`src/rtl/ps2_kbd_ctrl.sv`:
```
// rtl/ps2_kbd_ctrl.sv - PS/2 Set-2 scan-code sequencer with repeat filter and event FIFO
module ps2_kbd_ctrl #(
    parameter int DEPTH   = 4,
    parameter int TIMEOUT = 2000000,
    parameter int CNT_W   = 8
) (
    input  logic             clk,
    input  logic             clrn,
    input  logic             byte_valid,
    input  logic [7:0]       byte_data,
    input  logic             evt_ready,
    output logic             evt_valid,
    output logic [7:0]       evt_code,
    output logic             evt_ext,
    output logic             evt_brk,
    output logic             evt_rpt,
    output logic             key_down,
    output logic [CNT_W-1:0] press_cnt,
    output logic             busy,
    output logic             err,
    output logic             ovf
);

    localparam int AW = $clog2(DEPTH);
    localparam int TW = $clog2(TIMEOUT);
    localparam logic [TW-1:0] T_MAX    = TW'(TIMEOUT - 1);
    localparam logic [AW:0]   FULL_CNT = (AW + 1)'(DEPTH);

    typedef enum logic [1:0] {IDLE, EXT, BRK, EXT_BRK} state_t;

    state_t           state;
    state_t           nxt;
    logic [TW-1:0]    tcnt;
    logic             timeout;

    logic             is_e0;
    logic             is_f0;
    logic             is_pfx;
    logic             is_drop;

    logic             ev_push;
    logic             ev_ext;
    logic             ev_brk;
    logic             ev_rpt;
    logic             err_set;
    logic             held_match;

    logic             held_vld;
    logic [7:0]       held_code;
    logic             held_ext;

    logic [10:0]      mem [DEPTH];
    logic [AW-1:0]    wptr;
    logic [AW-1:0]    rptr;
    logic [AW:0]      cnt;
    logic             full;
    logic             pop;
    logic             push_ok;
    logic [10:0]      head;

    assign is_e0   = (byte_data == 8'hE0);
    assign is_f0   = (byte_data == 8'hF0);
    assign is_pfx  = is_e0 || is_f0;
    assign is_drop = (byte_data == 8'h00) || (byte_data == 8'hAA) || (byte_data == 8'hEE) ||
                     (byte_data == 8'hFA) || (byte_data == 8'hFC) || (byte_data == 8'hFE) ||
                     (byte_data == 8'hFF);

    // A prefix left dangling too long is abandoned; a byte arriving on the same cycle wins
    assign timeout = (state != IDLE) && !byte_valid && (tcnt == T_MAX);

    // State register
    always_ff @(posedge clk) begin
        if (!clrn) state <= IDLE;
        else       state <= nxt;
    end

    // Next-state decode of the prefix sequence
    always_comb begin
        nxt = state;
        if (timeout) begin
            nxt = IDLE;
        end else if (byte_valid) begin
            case (state)
                IDLE:    if (is_e0) nxt = EXT;
                         else if (is_f0) nxt = BRK;
                EXT:     if (is_f0) nxt = EXT_BRK;
                         else if (!is_e0) nxt = IDLE;
                default: nxt = IDLE;
            endcase
        end
    end

    // Event and error generation for the byte being accepted
    always_comb begin
        ev_push = 1'b0;
        ev_ext  = 1'b0;
        ev_brk  = 1'b0;
        err_set = 1'b0;
        if (timeout) begin
            err_set = 1'b1;
        end else if (byte_valid) begin
            case (state)
                IDLE: ev_push = !is_pfx && !is_drop;
                EXT: begin
                    ev_push = !is_pfx;
                    ev_ext  = 1'b1;
                end
                BRK: begin
                    ev_push = !is_pfx;
                    ev_brk  = 1'b1;
                    err_set = is_pfx;
                end
                default: begin
                    ev_push = !is_pfx;
                    ev_brk  = 1'b1;
                    ev_ext  = 1'b1;
                    err_set = is_pfx;
                end
            endcase
        end
    end

    assign held_match = held_vld && (held_code == byte_data) && (held_ext == ev_ext);
    assign ev_rpt     = ev_push && !ev_brk && held_match;

    // Prefix wait counter, only runs while a prefix is pending
    always_ff @(posedge clk) begin
        if (!clrn || byte_valid || state == IDLE) tcnt <= '0;
        else                                      tcnt <= tcnt + TW'(1);
    end

    // Held-key tracking and distinct press counting (independent of FIFO space)
    always_ff @(posedge clk) begin
        if (!clrn) begin
            held_vld  <= 1'b0;
            held_code <= 8'h00;
            held_ext  <= 1'b0;
            press_cnt <= '0;
        end else if (ev_push) begin
            if (!ev_brk && !held_match) begin
                held_vld  <= 1'b1;
                held_code <= byte_data;
                held_ext  <= ev_ext;
                press_cnt <= press_cnt + CNT_W'(1);
            end else if (ev_brk && held_match) begin
                held_vld <= 1'b0;
            end
        end
    end

    // Sticky protocol and overflow flags
    always_ff @(posedge clk) begin
        if (!clrn) begin
            err <= 1'b0;
            ovf <= 1'b0;
        end else begin
            if (err_set) err <= 1'b1;
            if (ev_push && full && !pop) ovf <= 1'b1;
        end
    end

    assign full    = (cnt == FULL_CNT);
    assign pop     = (cnt != '0) && evt_ready;
    assign push_ok = ev_push && (!full || pop);

    // Event storage, unreset: the head is masked while the FIFO is empty
    always_ff @(posedge clk) begin
        if (push_ok) mem[wptr] <= {ev_rpt, ev_brk, ev_ext, byte_data};
    end

    // FIFO pointers and occupancy
    always_ff @(posedge clk) begin
        if (!clrn) begin
            wptr <= '0;
            rptr <= '0;
            cnt  <= '0;
        end else begin
            if (push_ok) wptr <= wptr + AW'(1);
            if (pop)     rptr <= rptr + AW'(1);
            case ({push_ok, pop})
                2'b10:   cnt <= cnt + (AW + 1)'(1);
                2'b01:   cnt <= cnt - (AW + 1)'(1);
                default: cnt <= cnt;
            endcase
        end
    end

    assign head      = evt_valid ? mem[rptr] : 11'h000;
    assign evt_valid = (cnt != '0);
    assign evt_rpt   = head[10];
    assign evt_brk   = head[9];
    assign evt_ext   = head[8];
    assign evt_code  = head[7:0];
    assign key_down  = held_vld;
    assign busy      = (state != IDLE);

endmodule

```
`config.mk`:
```
export PLATFORM = sky130hd
export DESIGN_NAME = ps2_kbd_ctrl
export DESIGN_NICKNAME = d
export VERILOG_FILES = /design/src/rtl/ps2_kbd_ctrl.sv
export SDC_FILE = /design/constraint.sdc
export NUM_CORES = 1
export LEC_CHECK = 0
export ABC_AREA = 0
export CAP_MARGIN = 5
export CORE_ASPECT_RATIO = 0.6
export CORE_MARGIN = 2
export CORE_UTILIZATION = 25
export DETAILED_ROUTE_END_ITERATION = 8
export PLACE_DENSITY = 0.49
export SYNTH_ARGS = -nofsm -noshare
export SYNTH_HDL_FRONTEND = slang
export SYNTH_SLANG_ARGS = --single-unit
```
`constraint.sdc`:
```
create_clock -name clk -period 4.8 [get_ports clk]
set_input_delay 1.44 -clock clk [delete_from_list [all_inputs] [get_ports clk]]
set_output_delay 1.44 -clock clk [all_outputs]
set_load 0.02 [all_outputs]
```
==> Word level (Yosys, flattened, before mapping) <==
Memory sizes are Yosys's and may differ from the RTL's. A register that Yosys moved wholly into a read port is not among the register bits.
Cells that the tools add are included.
{ "op_classes": {"addsub": 6, "n_eq_ne": 18, "n_mux": 25, "bitwise": 1, "reduce_logical": 43} }
{ "ops": {"columns": ["op", "count"], "rows": [
  ["$eq A8 B8 Y1 const B", 8],
  ["$add A21 B1 Y21 const B", 1],
  ["$eq A21 B21 Y1 const B", 1],
  ["$mux W1", 16],
  ["$logic_and A1 B1 Y1", 13],
  ["$mux W2", 6],
  ["$mux W11", 1],
  ["$logic_or A1 B1 Y1", 10],
  ["$add A8 B1 Y8 const B", 1],
  ["$eq A8 B8 Y1", 1],
  ["$logic_not A1 Y1", 8],
  ["$logic_not A8 Y1", 1],
  ["$ne A3 B3 Y1 const B", 2],
  ["$pmux W3 S2", 1],
  ["$reduce_bool A2 Y1", 3],
  ["$reduce_or A2 Y1", 3],
  ["$add A2 B1 Y2 const B", 2],
  ["$eq A2 B1 Y1 const B", 2],
  ["$eq A2 B2 Y1 const B", 2],
  ["$pmux W2 S2", 1],
  ["$reduce_and A2 Y1", 2],
  ["$add A3 B1 Y3 const B", 1],
  ["$eq A3 B3 Y1 const B", 1],
  ["$reduce_and A3 Y1", 1],
  ["other kinds (5)", 5]
]} }
{ "word_totals": {"ff_bits": 50, "mem_bits_rw": 44, "in_bits": 12, "out_inout_bits": 24, "word_cells": 105, "memories": 1} }
{ "mem_list": {"columns": ["memory", "words", "word_bits", "read_ports", "rd_ports_with_merged_regs", "write_ports", "line_no", "rtl"], "rows": [
  ["mem", 4, 11, 1, 1, 1, "52", "logic [10:0] mem [DEPTH];"]
]} }

==> Depth between registers and ports, before layout <==
{ "logic_depth": {"depth_word": 15, "mapped_depth": 11, "ltp_nobuf": 11} }

==> Worst setup path before layout <==
OpenSTA, ideal clock, no wires.
{ "synth_path": {"path_type": "input port to flip-flop", "start": "input byte_data[4]", "end": "register cnt[2]", "setup_ps": 76, "arrival_ps": 3817, "required_time_ps": 4724, "slack_ps": 907, "stages": 11, "path_buffers": 1, "cell_sequence": "buf_6 > or4_4 > o211a_4 > o221a_2 > inv_1 > ha_1 > inv_1 > fa_1 > xor2_1 > or3_1 > a21boi_0"} }
{ "synth_between": {"elab_chain_cells": 15, "elab_cells_between_ends": 27, "classes_between": "10 x eq/ne; 4 x mux; 13 x reduce/logical"} }
{ "synth_lines": {"columns": ["element", "line_no", "rtl"], "rows": [
  ["from (decl)", "10", "input logic [7:0] byte_data,"],
  ["$eq A8 B8 Y1 / $logic_not A8 Y1 (equally long branches)", "64", "assign is_drop = (byte_data == 8'h00) || (byte_data == 8'hAA) || (byte_data == 8'hEE) ||"],
  ["$logic_or A1 B1 Y1 (3 in series)", "64", null],
  ["$logic_or A1 B1 Y1 (3 in series)", "65", "(byte_data == 8'hFA) || (byte_data == 8'hFC) || (byte_data == 8'hFE) ||"],
  ["$logic_not A1 Y1", "103", "IDLE: ev_push = !is_pfx && !is_drop;"],
  ["$logic_and A1 B1 Y1", "103", null],
  ["$mux W1 *", null, null],
  ["$mux W1 *", "101", "end else if (byte_valid) begin"],
  ["$mux W1 *", "99", "if (timeout) begin"],
  ["$logic_and A1 B1 Y1 *", "164", "assign push_ok = ev_push && (!full || pop);"],
  ["$eq A2 B1 Y1 / $eq A2 B2 Y1 (equally long branches)", "180", "case ({push_ok, pop})"],
  ["$pmux W3 S2 / $reduce_bool A2 Y1 (equally long branches)", null, null],
  ["to (signal assigned)", "181", "2'b10: cnt <= cnt + (AW + 1)'(1);"],
  ["to (signal assigned)", "182", "2'b01: cnt <= cnt - (AW + 1)'(1);"],
  ["to (signal assigned)", "183", "default: cnt <= cnt;"],
  ["to (decl)", "55", "logic [AW:0] cnt;"]
]} }
Mark *: on every way between the ends. The rest lies on a longest branch, timed or not.
A chain may end at the register's enable or synchronous reset.

==> Final worst setup path <==
{ "layout_path": {"start": "input byte_data[6]", "end": "register cnt[2]"} }
Same word-level chain as after synthesis.

==> results.md <==
- Die width: 172 um
- Max_cap viols: 0
- Core area: 16400 um2
- Vias in the first global route: 2675
- Initial drt markers: 162
- Dominant cells by area after synthesis: edfxtp_1 (31%), dfxtp_1 (25%), mux4_2 (5.9%)
- ANT cells: 0
- Row cnt: 36
- Max_slew headroom: 44.1%
- Port Buffers: 35
- Yosys warns: 0
- Gp weighted congestion: 0.746
- # IOs: 36
- Hold slack: 0.468 ns
- Most common cell on crit path: inv_1
- Combinational share of power: 23.2%
- DRT Pass-1 Iters: 4
- Drt drc: 0
- Register area: 2360 um2
- Power per Cell Area: 442 nW/um2
- WS Path Type: input pin to flop
- H-tree depth: 3
- Root Buffer: clkbuf_16
- Worst skew pair latency: 0.34 ns
- Synth top area share: 31.2%
- Post-CTS sizing: 0
- Maximum VDD drop: 0.000158 V
- Worst setup margin: 0.561 ns
- Distinct cells, synth: 47
- CTS sink cnt: 96
- Final min period: 4.24 ns
- Initial antenna violation count: 0
- Final setup TNS: 0 ns
- Fill cells: 1694
- Sw Ratio: 28.4%
- CTS buffer count: 9
- Worst-path clk slew: 0.07 ns
- Worst Skew: 0.00997 ns
- Height of the die: 105 um
- Total congestion overflow: 0
- Multi-input gate area: 1750 um2
- Nets: 421
- Slowest CP cell: clkdlybuf4s50_1
- Delay-heaviest family, CP: simple AND/OR/NAND/NOR gates
- Flops & latches, synth: 96
- First-pass GRT wire length: 14900 um
- Buf/Inv on CP: 3
- F_max: 236 MHz
- Die outline area: 18000 um2
- Top_reg_cell synth: dfxtp_1
- Critical Path RT: 5.06 ns
- Slew Viols, Final: 0
- Worst Hold Class: flop to flop
- Final worst path period share: 88.3%
- Mapped cell area: 4230 um2
- Routed vias: 2708
- Clock power frac: 32.6%
- Final Power: 2.28 mW
- CP Launch Type: input pin
- Final core occ: 31.5%
- Area delta synth->final: 22.2%
- Post-CTS Setup Inserts: 0
- Largest stage delay, worst path: 0.65 ns
- Post-Syn Area per Cell: 11.8 um2
- Post-synth EDFFs: 44
- Internal Power: 1.63 mW
- Ys async rst share: 0%
- Largest net degree at the start of global routing: 43
- Vias/cell: 4.28
- Initial Utilization: 25.8%
- Worst-Margin Slew: 0.831 ns
- Layout cells sized above 1: 12.1%
- Hold_buf cts: 0
- Worst-path cell chain: clkdlybuf4s50_1 -> or4_4 -> o211a_4 -> o221a_2 -> inv_1 -> ha_1 -> inv_1 -> fa_1 -> xor2_1 -> or3_1 -> a21boi_0
- CTS tree: built
- Sequential share of the synthesized area: 55.8%
- Synthesized instance count: 359
- WL final: 9140 um
- Arrival @ worst endpoint: 4.50 ns
- Largest area contributor in the netlist: edfxtp_1
- Worst Path Max Fanout: 11
- Sequential power share: 44.1%
- Worst Setup End Kind: flop
- Psw: 0.649 mW
- Max clock buf depth: 2
- Syn Nets: 380
- All-Layer GR Usage: 10.8%
- Setup violators final: 0
- Antenna-violating nets left: 0
- Place WS: 0.244 ns
- Routed wire per std cell: 14.4 um
- RSZ-0062 raised after global routing: false
- Post-DP HPWL: 6470 um
- Leakage: 1.69 nW
- Status: complete, no violations
- Hold Fails Final Rpt: 0
[kinds of logic after synthesis]
kind of cell             count (synthesis)  share of synthesized area, %
AO/OA/AOI/OAI                           32                          5.97
multiplexers                            16                          7.04
XOR/XNOR                                34                          7.04
AND/OR/NAND/NOR                        144                          18.1
adder cells (fa/ha/maj)                 10                          3.10
buffers and inverters                   27                          2.96
flip-flops                              96                          55.8
[stage by stage]
step                      cell area (um2)  cells
final                                5170    633
after floorplan                      4230    359
after global routing                 5170    633
after detailed placement             4860    617
after global placement               4860    617
after CTS                            5170    633
[layout make-up]
class / count / share of cell area (%)
Clock buffer: 10 / 4.62
Inverter: 13 / 0.944
Clock inverter: 6 / 1.40
Timing Repair Buffer: 44 / 8.08
Multi-Input combinational cell: 236 / 33.8
Sequential cell: 96 / 45.7
Tap cell: 228 / 5.52
[tightest hold or removal path, cell delays in order, from the launching register on]
cell and delay (ns):
dfxtp_1 0.31, inv_1 0.04, a21boi_0 0.07
[sequential cells by signal, summed over array words and instances (netlist names), named ones only]
signal,flops
mem,44
tcnt,21
held_code,8
press_cnt,8
cnt,3
rptr,2
state,2
wptr,2
err,1
held_ext,1
key_down,1
ovf,1
[cells in the final DEF (no fill, tap or decap), types with 5 or more instances in the layout]
| cell type | Yosys | routed |
|---|---|---|
| nand3_1 | 24 | 24 |
| xor2_1 | 22 | 22 |
| nor2_1 | 25 | 25 |
| nand4_1 | 8 | 8 |
| mux4_2 | 11 | 11 |
| clkbuf_16 | 0 | 9 |
| nor3_1 | 7 | 7 |
| inv_1 | 13 | 13 |
| o21ai_0 | 12 | 12 |
| dfxtp_1 | 52 | 52 |
| clkdlybuf4s50_1 | 0 | 35 |
| edfxtp_1 | 44 | 44 |
| ha_1 | 8 | 8 |
| and2_1 | 23 | 23 |
| buf_4 | 0 | 9 |
| xnor2_1 | 12 | 12 |
| nand2_1 | 28 | 28 |
| mux2i_1 | 5 | 5 |
[routing by layer]
layer / part of all wire (%) / track usage (%) / routed length [um] / up-vias
li1: - / - / - / 1367
met1: 57 / 16.9 / 5170 / 1291
met2: 39 / 14.3 / 3540 / 48
met3: 4.3 / 3.48 / 392 / 2
met4: 0.28 / 2.16 / 26 / 0
met5: 0 / 0 / 0 / -
[synthesized netlist by cell type (all sizes together) (2+ instances only)]
library cell,count
a21boi,5
a21oi,3
and2,23
and3,2
and4,2
buf,4
clkbuf,10
dfxtp,52
edfxtp,44
ha,8
inv,13
mux2i,5
mux4,11
nand2,28
nand2b,4
nand3,24
nand4,8
nor2,25
nor2b,3
nor3,7
nor4,4
nor4b,4
o21ai,14
o221ai,2
or3,4
or4,3
xnor2,12
xor2,22
[power groups by stage]
stage,Clock [mW],Sequential (mW),Combinational [mW]
detailed placement,0,1.03,0.541
floorplan,0,0.992,0.356
global route,0.801,1.02,0.580
global placement,0,1.03,0.535
CTS,0.767,1.01,0.542
finish,0.745,1.01,0.531
[path summary, 6_finish.rpt]
| path | from | to | slack (ns) | depth (start not counted) |
|---|---|---|---|---|
| worst max-delay path | byte_data[6] | cnt[2] | 0.56 | 11 |
| worst min-delay path | ovf | ovf | 0.47 | 2 |
| worst max register to register | state[1] | cnt[2] | 2.04 | 11 |
| worst min register to register | ovf | ovf | 0.47 | 2 |
(Power assumes the default switching activity.)
==> variant 1, RTL diff (same flow settings) <==
The parameter `DEPTH` goes from 4 to 8.
--- a/src/rtl/ps2_kbd_ctrl.sv
+++ b/src/rtl/ps2_kbd_ctrl.sv
@@ -1,6 +1,6 @@
 // rtl/ps2_kbd_ctrl.sv - PS/2 Set-2 scan-code sequencer with repeat filter and event FIFO
 module ps2_kbd_ctrl #(
-    parameter int DEPTH   = 4,
+    parameter int DEPTH   = 8,
     parameter int TIMEOUT = 2000000,
     parameter int CNT_W   = 8
 ) (
Check against the original RTL: not equivalent (a bounded check fails within 10 cycles, from zero or initial values).
==> variant 1 against the unedited design <==
Clock skew is 1.6 ps lower; core utilization down 0.13 points; area after synthesis increased by 46%; cell area increased by 47%; register-to-register slack improved by 180 ps; maximum frequency rose by 4.1%; sequential cell count up 48; routed wire length up 60%; total power increased by 52%; setup slack improved by 170 ps.
==> variant 1: results <==
set metrics [dict create \
    drtPass1Iterations 5 \
    finClkSkew_ps 8.41 \
    yosysSeqAreaShare_pct 60.7 \
    worstMarginPinSlew_ps 807 \
    timing.rr.end "cnt[3]" \
    synth_cell_type_count 46 \
    rrSetupSlack_ps 2220 \
    endpoint "evt_brk" \
    nets 558 \
    status "completed" \
    fillCellCount 2365 \
    numCtsBuffers 17 \
    gp_congestion 0.747 \
    drive_above_1_share_pct 15.2 \
    crit_fanout 22 \
    syn-num-nets 504 \
    initialDrtViolationCount 319 \
    grt_pass1_vias 4004 \
    critical_path_arrival_ps 2630 \
    synth_common_cells "edfxtp_1, dfxtp_1, nor2_1" \
    cts_max_level 4 \
    p_leak_uw 0.00249 \
    viasPerCell 4.67 \
    synth_area_leaders "edfxtp_1, dfxtp_1, mux4_2" \
    start_kind "register" \
    reg_top3 "mem (88), tcnt (21)" \
    r2r_start "cnt[0]" \
    synth-edff-count 88 \
    grt_pass1_wl_microns 23400 \
    peakVddDrop_mv 0.242 \
    grt_max_degree 31 \
]
variant 1: cells by family after synthesis:
family / after synthesis / synth area share (%)
simple gates: 168 / 14.2
fa+ha+maj: 8 / 1.74
flops: 144 / 60.7
compound gates: 56 / 5.39
buf+inv: 37 / 2.58
xor+xnor: 28 / 3.96
mux: 43 / 11.4
variant 1: layout make-up:
class	instances	area [sq um]	share of cell area (%)
Inverter	13	48.8	0.640
Sequential cell	144	3760	49.4
Clock inverter	15	175	2.30
Multi-Input combinational cell	303	2280	29.9
Timing Repair Buffer	59	531	6.96
Tap cell	322	403	5.28
Clock buffer	17	425	5.58
variant 1: power by group:
part,leakage (uW),total (uW),internal (uW),switching (uW)
registers,0.00126,1410,1370,41.0
clock network,0.000284,1340,781,554
logic,0.000948,718,323,394
total,0.00249,3460,2470,989
variant 1: metrics by stage:
stage | utilization (%) | std cells | hold slack, ps | setup slack (ps)
floorplan | - | 484 | 442 | 742
global placement | 28.9 | 841 | 463 | 496
detailed placement | 28.9 | 841 | 475 | 441
CTS | 31.4 | 873 | 486 | 633
global route | 31.4 | 873 | 512 | 531
finish | 31.4 | 873 | 478 | 727
variant 1: how the worst min path moves through the flow:
stage                 startpoint      endpoint  slack (ps)  depth (start not counted)
CTS                 press_cnt[7]  press_cnt[7]         490                          2
global route        press_cnt[7]  press_cnt[7]         510                          2
global placement    press_cnt[7]  press_cnt[7]         460                          2
floorplan                tcnt[0]       tcnt[0]         440                          1
finish              press_cnt[7]  press_cnt[7]         480                          2
detailed placement       tcnt[0]       tcnt[0]         480                          1
variant 1: critical path, stage by stage (launching register included):
cell	delay [ps]
dfxtp_1	300
buf_4	400
mux4_2	580
mux2i_1	300
nor2_1	70
clkdlybuf4s50_1	550
variant 1: per-layer routing:
layer | vias to the layer above | share of wire (%) | GRT usage, %
met4 | 0 | 1.7 | 3.78
met2 | 90 | 44 | 17.6
met5 | - | 0 | 0
met3 | 16 | 4.9 | 3.32
met1 | 2044 | 50 | 16.5
li1 | 1926 | - | -
==> variant 2, RTL diff (config.mk and constraints unchanged) <==
Made on the original files. Re-encode `state_t` (4 states) as Gray code, 2 bits wide.
--- a/src/rtl/ps2_kbd_ctrl.sv
+++ b/src/rtl/ps2_kbd_ctrl.sv
@@ -26,7 +26,7 @@
     localparam logic [TW-1:0] T_MAX    = TW'(TIMEOUT - 1);
     localparam logic [AW:0]   FULL_CNT = (AW + 1)'(DEPTH);
 
-    typedef enum logic [1:0] {IDLE, EXT, BRK, EXT_BRK} state_t;
+    typedef enum logic [1:0] {IDLE = 2'b00, EXT = 2'b01, BRK = 2'b11, EXT_BRK = 2'b10} state_t;
 
     state_t           state;
     state_t           nxt;
Formal check against the unedited RTL: no difference found for any inputs over 4 cycles, from zero or initial values; so few cycles prove little.
==> variant 2 against the unedited design <==
Cell area up 2.1%; synthesized cell count up 4.5%; routed wire length grew 2.8%; setup slack better by 150 ps; sequential cell count unchanged; total power down 3.2%; area after synthesis up 3.1%; global-route usage about the same.
==> variant 2: results <==
set metrics [dict create \
    status "completed" \
    min_path_cells 2 \
    rrSetupSlack_ps 1900 \
    grt_max_degree 24 \
    initialDrtViolationCount 158 \
    nets 437 \
    dp_worst_setup_slack_ps 363 \
    grt_pass1_vias 2824 \
    grtUsageMet2_pct 14.8 \
    p_leak_uw 0.00181 \
    met2_length_microns 3740 \
    powerSeq_uw 952 \
    fillCellCount 1747 \
    cpPeakStageDelay_ps 490 \
    worst-r2r-cell-count 10 \
    grt_use_met1_pct 16.3 \
    post_cts_resized 0 \
    diodes 0 \
    dp_hpwl_microns 6610 \
    root_buffer "clkbuf_16" \
    gp_congestion 0.756 \
    yosysSeqAreaShare_pct 54.1 \
    peakVddDrop_mv 0.160 \
    clk_latency_ps 340 \
    cts_max_level 3 \
    post_cts_buffers 0 \
    r2r_start "state[0]" \
    critical_path_arrival_ps 4360 \
    grt_pass1_wl_microns 15400 \
    wirelength_met1_microns 5030 \
    synthArstFlopShare_pct 0 \
    met3RoutedLength_microns 547 \
    clkPwrFrac_pct 32.1 \
    gr-usage-met3_pct 3.25 \
    drive_above_1_share_pct 11.0 \
    reg_top3 "mem (44), tcnt (21)" \
    min_from "press_cnt[7]" \
    slowest_stage "nor4_1" \
    seqPwrFrac_pct 43.1 \
    synth_common_cells "dfxtp_1, edfxtp_1, nor2_1" \
    p_sw_uw 630 \
    finClkSkew_ps 9.18 \
    crit_fanout 17 \
    antenna_found_initial 0 \
    slew_viol_final 0 \
    hold-path-endpoint "press_cnt[7]" \
    viasPerCell 4.49 \
    grt_usage_pct 10.8 \
    syn-num-nets 397 \
    timing.rr.end "press_cnt[6]" \
    port_buffers 35 \
    synth_area_leaders "edfxtp_1, dfxtp_1, mux4_2" \
    wl_microns 9390 \
    synth_cell_type_count 51 \
    slew_headroom_pct 37.2 \
    routed.top_layer "met4" \
]
variant 2: cell types whose count changed after synthesis, moves of 5 or more:
| cell | change |
|---|---|
| nand2_1 | -6 |
| nor2_1 | +13 |
| nand3_1 | -8 |
| a21oi_1 | +9 |
| xor2_1 | -8 |
| mux2i_1 | +13 |
| and2_1 | -9 |
| o21ai_0 | -5 |
| and3_1 | +11 |
variant 2: logic make-up after synthesis:
family	synth area share (%)
fa+ha+maj	3.30
compound gates	5.16
simple gates	19.0
xor+xnor	5.42
flops	54.1
buf+inv	2.98
mux	10.1
variant 2: worst max path at each step:
stage / slack, ps / endpoint / start / cells after the start
detailed placement: 360 / press_cnt[6] / byte_data[4] / 9
global placement: 420 / press_cnt[6] / byte_data[4] / 9
finish: 710 / press_cnt[6] / byte_data[7] / 9
global route: 550 / press_cnt[6] / byte_data[4] / 9
CTS: 720 / press_cnt[6] / byte_data[4] / 9
floorplan: 1520 / cnt[1] / byte_data[4] / 9
variant 2: stage by stage:
step                cell area [sq um]  hold slack (ps)  cells
detailed placement               4990              465    638
floorplan                        4370              442    375
global route                     5280              498    653
global placement                 4990              461    638
CTS                              5280              482    653
finish                           5280              478    653
variant 2: critical path: cells and delay by family:
family,cells,cell delay (ps)
simple gates,3,1080
compound gates,3,960
buf+inv,1,470
fa+ha+maj,1,230
xor+xnor,1,170
variant 2: cell type report:
class / instances / area (sq um) / share of cell area [%]
inverter: 13 / 48.8 / 0.924
multi-input combinational: 252 / 1870 / 35.5
tap: 234 / 293 / 5.55
sequential: 96 / 2360 / 44.7
clock buffer: 9 / 225 / 4.27
timing repair buffer: 43 / 410 / 7.77
clock inverter: 6 / 67.6 / 1.28
